File: src/rtl/procyon_ifq_wb.sv
// procyon_ifq_wb
//   Instruction fetch queue for the core's ifq_alloc/ifq_fill interface.
//   Line-miss allocations are aligned to the icache line and queued in
//   order. Each queued line is fetched as a Wishbone classic incrementing
//   burst read. The full line is then returned with a one-cycle fill pulse.
//
// Ports
//   i_wb_clk, i_wb_rst        clock and synchronous active-high reset
//   i_alloc_en, i_alloc_addr  allocate a line fetch (any byte in the line)
//   o_full                    queue full, allocation ignored
//   o_fill_en/addr/data       one-cycle line fill (line-aligned address)
//   i_wb_ack, i_wb_data       Wishbone read response
//   o_wb_cyc/stb/we/cti/bte/sel/addr  Wishbone initiator controls
//
// Configuration
//   IFQ_MERGE_EN  when defined, an allocation whose line already sits in
//                 the queue (and is not popping this cycle) is dropped.

module procyon_ifq_wb #(
  parameter int OPTN_ADDR_WIDTH    = 32,
  parameter int OPTN_IC_LINE_SIZE  = 32,
  parameter int OPTN_IFQ_DEPTH     = 2,
  parameter int OPTN_WB_DATA_WIDTH = 32,
  parameter int OPTN_WB_ADDR_WIDTH = 32
) (
  input  logic                            i_wb_clk,
  input  logic                            i_wb_rst,
  input  logic                            i_alloc_en,
  input  logic [OPTN_ADDR_WIDTH-1:0]      i_alloc_addr,
  output logic                            o_full,
  output logic                            o_fill_en,
  output logic [OPTN_ADDR_WIDTH-1:0]      o_fill_addr,
  output logic [OPTN_IC_LINE_SIZE*8-1:0]  o_fill_data,
  input  logic                            i_wb_ack,
  input  logic [OPTN_WB_DATA_WIDTH-1:0]   i_wb_data,
  output logic                            o_wb_cyc,
  output logic                            o_wb_stb,
  output logic                            o_wb_we,
  output logic [2:0]                      o_wb_cti,
  output logic [1:0]                      o_wb_bte,
  output logic [OPTN_WB_DATA_WIDTH/8-1:0] o_wb_sel,
  output logic [OPTN_WB_ADDR_WIDTH-1:0]   o_wb_addr
);

  localparam int WB_DATA_SIZE = OPTN_WB_DATA_WIDTH / 8;
  localparam int NUM_BEATS    = OPTN_IC_LINE_SIZE / WB_DATA_SIZE;
  localparam int BEAT_W       = $clog2(NUM_BEATS) + 1;
  localparam int IDX_W        = (NUM_BEATS > 1) ? $clog2(NUM_BEATS) : 1;
  localparam int PTR_W        = (OPTN_IFQ_DEPTH > 1) ? $clog2(OPTN_IFQ_DEPTH) : 1;
  localparam int CNT_W        = $clog2(OPTN_IFQ_DEPTH + 1);

  localparam logic [2:0] CTI_INCR = 3'b010;
  localparam logic [2:0] CTI_END  = 3'b111;

  typedef enum logic [1:0] {
    IDLE,
    BURST,
    FILL
  } state_t;

  state_t state;
  state_t state_next;

  logic [OPTN_ADDR_WIDTH-1:0]    queue [OPTN_IFQ_DEPTH];
  logic [PTR_W-1:0]              head;
  logic [PTR_W-1:0]              tail;
  logic [CNT_W-1:0]              count;
  logic [OPTN_ADDR_WIDTH-1:0]    alloc_line;
  logic [OPTN_ADDR_WIDTH-1:0]    head_addr;
  logic [OPTN_WB_ADDR_WIDTH-1:0] head_wb_addr;
  logic                          push;
  logic                          pop;
  logic                          merge_hit;

  logic [BEAT_W-1:0]                                beat;
  logic                                             last_beat;
  logic [NUM_BEATS-1:0][OPTN_WB_DATA_WIDTH-1:0]     line_buf;

  function automatic logic [PTR_W-1:0] ptr_inc(input logic [PTR_W-1:0] p);
    if (p == PTR_W'(OPTN_IFQ_DEPTH - 1)) return '0;
    return p + PTR_W'(1);
  endfunction

  assign alloc_line = i_alloc_addr & ~OPTN_ADDR_WIDTH'(OPTN_IC_LINE_SIZE - 1);
  assign head_addr  = queue[head];
  assign o_full     = (count == CNT_W'(OPTN_IFQ_DEPTH));
  assign pop        = (state == FILL);
  assign push       = i_alloc_en & ~o_full & ~merge_hit;
  assign last_beat  = (beat == BEAT_W'(NUM_BEATS - 1));

  assign o_wb_we     = 1'b0;
  assign o_wb_bte    = 2'b00;
  assign o_fill_data = line_buf;

  // Wishbone byte address is the core address zero-extended or truncated
  generate
    if (OPTN_WB_ADDR_WIDTH > OPTN_ADDR_WIDTH) begin : g_addr_ext
      assign head_wb_addr = {{(OPTN_WB_ADDR_WIDTH-OPTN_ADDR_WIDTH){1'b0}}, head_addr};
    end else begin : g_addr_trunc
      assign head_wb_addr = head_addr[OPTN_WB_ADDR_WIDTH-1:0];
    end
  endgenerate

`ifdef IFQ_MERGE_EN
  // Per-entry valid bits let a new allocation be compared against every
  // queued line; the head is excluded in the cycle it pops.
  logic [OPTN_IFQ_DEPTH-1:0] valid;

  always_comb begin
    merge_hit = 1'b0;
    for (int i = 0; i < OPTN_IFQ_DEPTH; i++) begin
      if (valid[i] && (queue[i] == alloc_line) && !(pop && (PTR_W'(i) == head)))
        merge_hit = 1'b1;
    end
  end

  always_ff @(posedge i_wb_clk) begin
    if (i_wb_rst) begin
      valid <= '0;
    end else begin
      if (pop)  valid[head] <= 1'b0;
      if (push) valid[tail] <= 1'b1;
    end
  end
`else
  assign merge_hit = 1'b0;
`endif

  // Allocation FIFO; o_full comes from the registered count so a pop in
  // the same cycle never admits an allocation presented while full.
  always_ff @(posedge i_wb_clk) begin
    if (i_wb_rst) begin
      head  <= '0;
      tail  <= '0;
      count <= '0;
    end else begin
      if (push) begin
        queue[tail] <= alloc_line;
        tail        <= ptr_inc(tail);
      end
      if (pop) head <= ptr_inc(head);
      case ({push, pop})
        2'b10:   count <= count + CNT_W'(1);
        2'b01:   count <= count - CNT_W'(1);
        default: ;
      endcase
    end
  end

  always_ff @(posedge i_wb_clk) begin
    if (i_wb_rst) state <= IDLE;
    else          state <= state_next;
  end

  always_comb begin
    state_next = state;
    case (state)
      IDLE:    if (count != '0) state_next = BURST;
      BURST:   if (i_wb_ack && last_beat) state_next = FILL;
      FILL:    state_next = IDLE;
      default: state_next = IDLE;
    endcase
  end

  // Bus controls and fill outputs are registered; they change on the edge
  // that moves the FSM, so cyc rises one edge after a non-empty queue is
  // seen and drops on the edge that takes the final ack.
  always_ff @(posedge i_wb_clk) begin
    if (i_wb_rst) begin
      o_wb_cyc    <= 1'b0;
      o_wb_stb    <= 1'b0;
      o_wb_cti    <= 3'b000;
      o_wb_sel    <= '0;
      o_wb_addr   <= '0;
      beat        <= '0;
      o_fill_en   <= 1'b0;
      o_fill_addr <= '0;
      line_buf    <= '0;
    end else begin
      o_fill_en <= 1'b0;
      case (state)
        IDLE: begin
          if (count != '0) begin
            o_wb_addr <= head_wb_addr;
            beat      <= '0;
            o_wb_cyc  <= 1'b1;
            o_wb_stb  <= 1'b1;
            o_wb_sel  <= '1;
            o_wb_cti  <= (NUM_BEATS == 1) ? CTI_END : CTI_INCR;
          end
        end
        BURST: begin
          if (i_wb_ack) begin
            line_buf[beat[IDX_W-1:0]] <= i_wb_data;
            beat      <= beat + BEAT_W'(1);
            o_wb_addr <= o_wb_addr + OPTN_WB_ADDR_WIDTH'(WB_DATA_SIZE);
            if (last_beat) begin
              o_wb_cyc    <= 1'b0;
              o_wb_stb    <= 1'b0;
              o_wb_sel    <= '0;
              o_wb_cti    <= 3'b000;
              o_fill_en   <= 1'b1;
              o_fill_addr <= head_addr;
            end else if (beat == BEAT_W'(NUM_BEATS - 2)) begin
              o_wb_cti <= CTI_END;
            end
          end
        end
        default: ;
      endcase
    end
  end

endmodule
File: config.mk
export PLATFORM = sky130hd
export DESIGN_NAME = procyon_ifq_wb
export DESIGN_NICKNAME = d
export VERILOG_FILES = /design/src/rtl/procyon_ifq_wb.sv
export SDC_FILE = /design/constraint.sdc
export NUM_CORES = 1
export LEC_CHECK = 0
export CAP_MARGIN = 20
export CELL_PAD_IN_SITES_DETAIL_PLACEMENT = 1
export CELL_PAD_IN_SITES_GLOBAL_PLACEMENT = 1
export CORE_ASPECT_RATIO = 1.4
export CORE_MARGIN = 2
export CORE_UTILIZATION = 39
export CTS_BUF_LIST = sky130_fd_sc_hd__clkbuf_8
export CTS_CLUSTER_SIZE = 20
export DETAILED_ROUTE_END_ITERATION = 10
export PLACE_DENSITY_LB_ADDON = 0.1
export SLEW_MARGIN = 20
export SYNTH_ARGS = -nofsm -noshare
export SYNTH_HDL_FRONTEND = slang
export SYNTH_SLANG_ARGS = --single-unit
File: constraint.sdc
create_clock -name i_wb_clk -period 5.43 [get_ports i_wb_clk]
set_input_delay 0.8145 -clock i_wb_clk [delete_from_list [all_inputs] [get_ports i_wb_clk]]
set_output_delay 0.8145 -clock i_wb_clk [all_outputs]
set_load 0.05 [all_outputs]
# --- After elaboration in Yosys (flattened, before gate mapping) ---
# Memories as Yosys holds them, arrays and structs flattened. A register that Yosys moved wholly into a read port is not among the register bits.
# Index checks and enable logic that the tools add are counted.
totals:
  ff_bits: 339
  latchBits: 0
  mem_bits_rw: 54
  romBits: 0
  in_bits: 68
  output_inout_bits: 334
  wordCells: 99
  memories: 1
mem_list:
  columns: ["memory", "words", "word_bits", "read_ports", "rd_clocked_by_memory_dff", "write_ports", "line_no", "text"]
  rows:
  - ["queue", 2, 27, 1, 1, 1, "64", "logic [OPTN_ADDR_WIDTH-1:0] queue [OPTN_IFQ_DEPTH];"]
op_classes:
  n_addsub: 6
  multipliers: 0
  div_mod_pow: 0
  order_cmp: 2
  n_eq_ne: 12
  shift: 0
  n_mux: 42
  bitwise_logic: 4
  reduce_logical: 13
op_table:
  columns: ["operator", "count"]
  rows:
  - ["bitwise mux 256 bit", 1]
  - ["demux 32 bit (select 3 bit)", 1]
  - ["two-way mux 32 bit", 3]
  - ["case mux 32 bit (2 select lines)", 1]
  - ["adder 32 x 3 -> 32 bit (second input constant)", 1]
  - ["two-way mux 4 bit", 5]
  - ["two-way mux 1 bit", 19]
  - ["case mux 4 bit (2 select lines)", 2]
  - ["two-way mux 3 bit", 4]
  - ["== test 4 x 3 -> 1 bit (second input constant)", 2]
  - ["!= test 2 bit (second input constant)", 4]
  - ["case mux 2 bit (2 select lines)", 2]
  - ["AND reduction 4 bit", 2]
  - ["== test 2 bit (second input constant)", 3]
  - ["case mux 3 bit (2 select lines)", 1]
  - ["AND reduction 3 bit", 2]
  - ["nonzero test 2 bit", 3]
  - ["adder 4 x 1 -> 4 bit (second input constant)", 1]
  - ["== test 2 x 1 -> 1 bit (second input constant)", 2]
  - ["< comparator 3 x 4 -> 1 bit (second input constant)", 1]
  - ["two-way mux 2 bit", 2]
  - ["AND reduction 2 bit", 2]
  - ["greater-or-equal comparator 3 x 1 -> 1 bit (second input constant)", 1]
  - ["!= test 3 bit (second input constant)", 1]
  - ["other kinds (9)", 13]

# --- Longest topological paths before layout ---
depth:
  ltp_word: 6
  mapped_depth: 7

# --- Worst setup path before layout ---
# OpenSTA, ideal clock, no wires.
synth_path:
  path_type: "input port to flip-flop"
  start: "input port i_wb_rst"
  end: "memory queue[1][0] in the netlist's numbering (enable)"
  setup_time_ps: 451
  arrival_ps: 3442
  required_ps: 4979
  slack_ps: 1537
  stages: 4
  n_path_buf: 3
  cell_sequence: "clkbuf_1 -> clkbuf_1 -> clkbuf_1 -> nor3b_1"
synth_between:
  elab_chain_cells: 2
synth_lines:
  columns: ["element", "line_no", "text"]
  rows:
  - ["from (decl)", "27", "input logic i_wb_rst,"]
  - ["two-way mux 1 bit", "132", "if (i_wb_rst) begin"]
  - ["two-way mux 1 bit (implied by the code)", "138", "queue[tail] <= alloc_line;"]
  - ["to (decl)", "64", null]
# No other way between the ends.

# --- Worst setup path after layout ---
layout_path:
  start: "input port i_wb_ack"
  end: "register line_buf, in the netlist o_fill_data[214]"
layout_between:
  elab_chain_cells: 1
layout_lines:
  columns: ["element", "line_no", "text"]
  rows:
  - ["from (decl)", "34", "input logic i_wb_ack,"]
  - ["AND reduction 2 bit (no source line)", null, null]
  - ["to (signal, indexed assignment)", "194", "line_buf[beat[IDX_W-1:0]] <= i_wb_data;"]
  - ["to (decl)", "77", "logic [NUM_BEATS-1:0][OPTN_WB_DATA_WIDTH-1:0] line_buf;"]
# No other way between the ends.
# A chain may end at the register's enable or synchronous reset.

==> metrics.txt <==
status finished, final reports clean; CP Cell Sequence clkdlybuf4s50_1 > and3b_1 > nand2_1 > nor3b_2 > buf_4 > nand2_1 > a21oi_1; postcts setup bufs 0; Crit-path slowest cell nor3b_2; CP Buf/Inv Count 2; CTS resizes 0; EDFF count, synth 54; maximum clock rate 314 MHz; vias per cell 5.22; most common cell after layout, fill and taps aside nand2_1; Final Critical Period 3180 ps; vias in the first global route between 10000 and 15000; # nets final between 2000 and 2500; final hold vios 0; die width about 170 um; CTS tree built; Port Buffers slightly below 400; antenna cells 0; CP most frequent cell nand2_1; ys async rst share 0; Core ar. ~37000 um2; Worst Setup SP i_wb_ack; die height ~230 um; drt initial violations between 600 and 700; Max-cap violations 0; reg2reg end o_fill_data[214]; Syn-to-layout area delta 35.6%; worst hold path endpoint o_fill_data[0]; Pwr per Cell Area ~320 nW/um2; fin crit share 0.586; Leak 6.39 nW; worst r2r src state[0]; worst-margin pin slew ~950 ps; synth unique cells 55; total grt overflow 0; endpoints failing setup 0; Post-Syn Instances roughly 1700; CP top delay family simple AND/OR/NAND/NOR gates; cell count of the worst hold path 2; Critical Path Sink Type register; Crit path arrival time between 3000 and 4000 ps; Layout Skew about 24 ps; total track usage 0.260; Worst slew margin 0.364; Routed Antenna Nets 0; clock sinks 382; ys flop type dfxtp_1; DRC viols 0; CTS Buf Count 57; root cell of the clock tree clkbuf_8; clock latency on the worst-skew pair 630 ps; Req. time, crit path 5980 ps; RSZ-0062 raised after global routing false; Rows between 80 and 90; WL final around 50000 um; drt pass-1 iters 4; hpwl dp ~36000 um; Yosys warnings 0; share of layout cells above drive strength 1 0.0610; Hold WC Path Type register to register; Reg2Reg Depth 6; most frequent cells in the layout nand2_1 (553), clkdlybuf4s50_1 (385), dfxtp_1 (328); Final TNS setup 0 ps; Via Count roughly 13000; first-pass GRT wire length about 80000 um; H-Tree Depth 2; largest net degree at the start of global routing 170; die area roughly 38000 um2; register area share after synthesis 0.569; Worst setup SP type input pin; num ports 402; clk slew on worst S/H paths around 70 ps; Initial Util 0.394; slowest stage delay, CP between 600 and 700 ps; initial antenna violation count 1; WL/cell between 20 and 25 um; crit path kind input pin to register; GPL Wtd Cong between 0.8 and 0.9; FF+latch count, synth about 380; final hold slack 453 ps; min-delay src o_fill_data[0]; Peak VDD IR 0.208 mV; syn_area_per_cell ~8.5 um2; Final Max Tran Viols 0; Critical Path Fanout Max 22; Synth Cell Area roughly 14000 um2; reg-to-reg setup timing slack 2620 ps; Max clock buf depth 3; CTS hold repair buffers 0
## through the flow
| step | total power [mW] | setup slack (ps) | area [um2] | cells | utilization |
|---|---|---|---|---|---|
| 6_report | 6.28 | 2250 | 19500 | 2516 | 0.534 |
| 4_1_cts | 6.35 | 2290 | 19500 | 2516 | 0.534 |
| 3_5_place_dp | 4.08 | 1610 | 18400 | 2414 | 0.504 |
| 2_1_floorplan | 3.73 | 1540 | 14400 | 1699 | - |
| 5_1_grt | 6.54 | 2040 | 19500 | 2516 | 0.534 |
| 3_3_place_gp | 4.06 | 1720 | 18400 | 2414 | 0.504 |
## cell usage after synthesis, drive strengths merged, types with 2 or more instances
master,instances,area share
or4,4,0.0021
xor2,5,0.0030
ha,4,0.0035
o22ai,2,0.00087
and3,10,0.0043
nor4,9,0.0043
mux2,4,0.0031
inv,3,0.00078
nand3b,5,0.0026
a31oi,6,0.0026
nand4,13,0.0061
xnor2,2,0.0012
dfxtp,328,0.46
o211ai,2,0.0010
buf,70,0.027
clkbuf,91,0.024
edfxtp,54,0.11
a211oi,29,0.015
a21o,2,0.0010
a32o,2,0.0014
a21oi,289,0.10
nor2b,5,0.0022
nand3,18,0.0063
or3,6,0.0026
and4,2,0.0012
mux2i,29,0.020
nor3,31,0.011
nor3b,2,0.0010
o31a,2,0.0012
o21ai,21,0.0073
nor2,67,0.018
nand2,553,0.14
nand2b,4,0.0017
## area by class of cell
type | count | area (um2)
well taps | 467 | 584
clock inverters | 32 | 133
clock buffers | 70 | 963
repair buffers | 409 | 4050
fillers | 4271 | 17000
flip-flops and latches | 382 | 8190
multi-input cells | 1153 | 5570
inverters | 3 | 11.3
## power by group
part | switching [mW] | internal [mW] | leakage [nW]
Sequential | 0.101 | 2.96 | 3.14
Combinational | 0.672 | 0.285 | 2.62
Clock | 1.11 | 1.16 | 0.628
## cell families after synthesis
group                    synth area share
AND/OR/NAND/NOR                     0.210
XOR/XNOR                          0.00426
buffers and inverters              0.0514
AO/OA/AOI/OAI                       0.138
flip-flops                          0.569
multiplexers                       0.0233
adder cells (fa/ha/maj)           0.00348
other                            0.000261
## worst min-delay path: cells and delay by family, from the launching register on
| family | cells | cell delay [ps] |
|---|---|---|
| simple gates | 1 | 50 |
| flops | 1 | 310 |
| compound gates | 1 | 50 |
## per-layer routing
layer	routed length (um)	track usage	share of wire	up-vias
li1	-	-	-	6266
met1	19200	0.276	0.37	6385
met2	26900	0.489	0.52	363
met3	2780	0.0541	0.054	118
met4	2520	0.123	0.049	2
met5	13	0	0.00025	-
## sequential cells by signal, summed over array words and instances (netlist names), named ones only
name and cells:
queue 54, o_fill_data 256, state 2, tail 1, head 1, o_wb_sel 1
count 2, o_wb_cti 2, o_fill_addr 27, beat 4, o_wb_addr 30, o_fill_en 1
## worst max path at each step
stage	end	slack, ps	depth (start not counted)
floorplan	queue[1][0]	1540	4
global placement	o_fill_data[218]	1720	7
detailed placement	o_fill_data[214]	1610	7
CTS	o_fill_data[214]	2290	7
global route	o_fill_data[214]	2040	7
finish	o_fill_data[214]	2250	7
No activity file was read; power rests on OpenSTA's default activity.
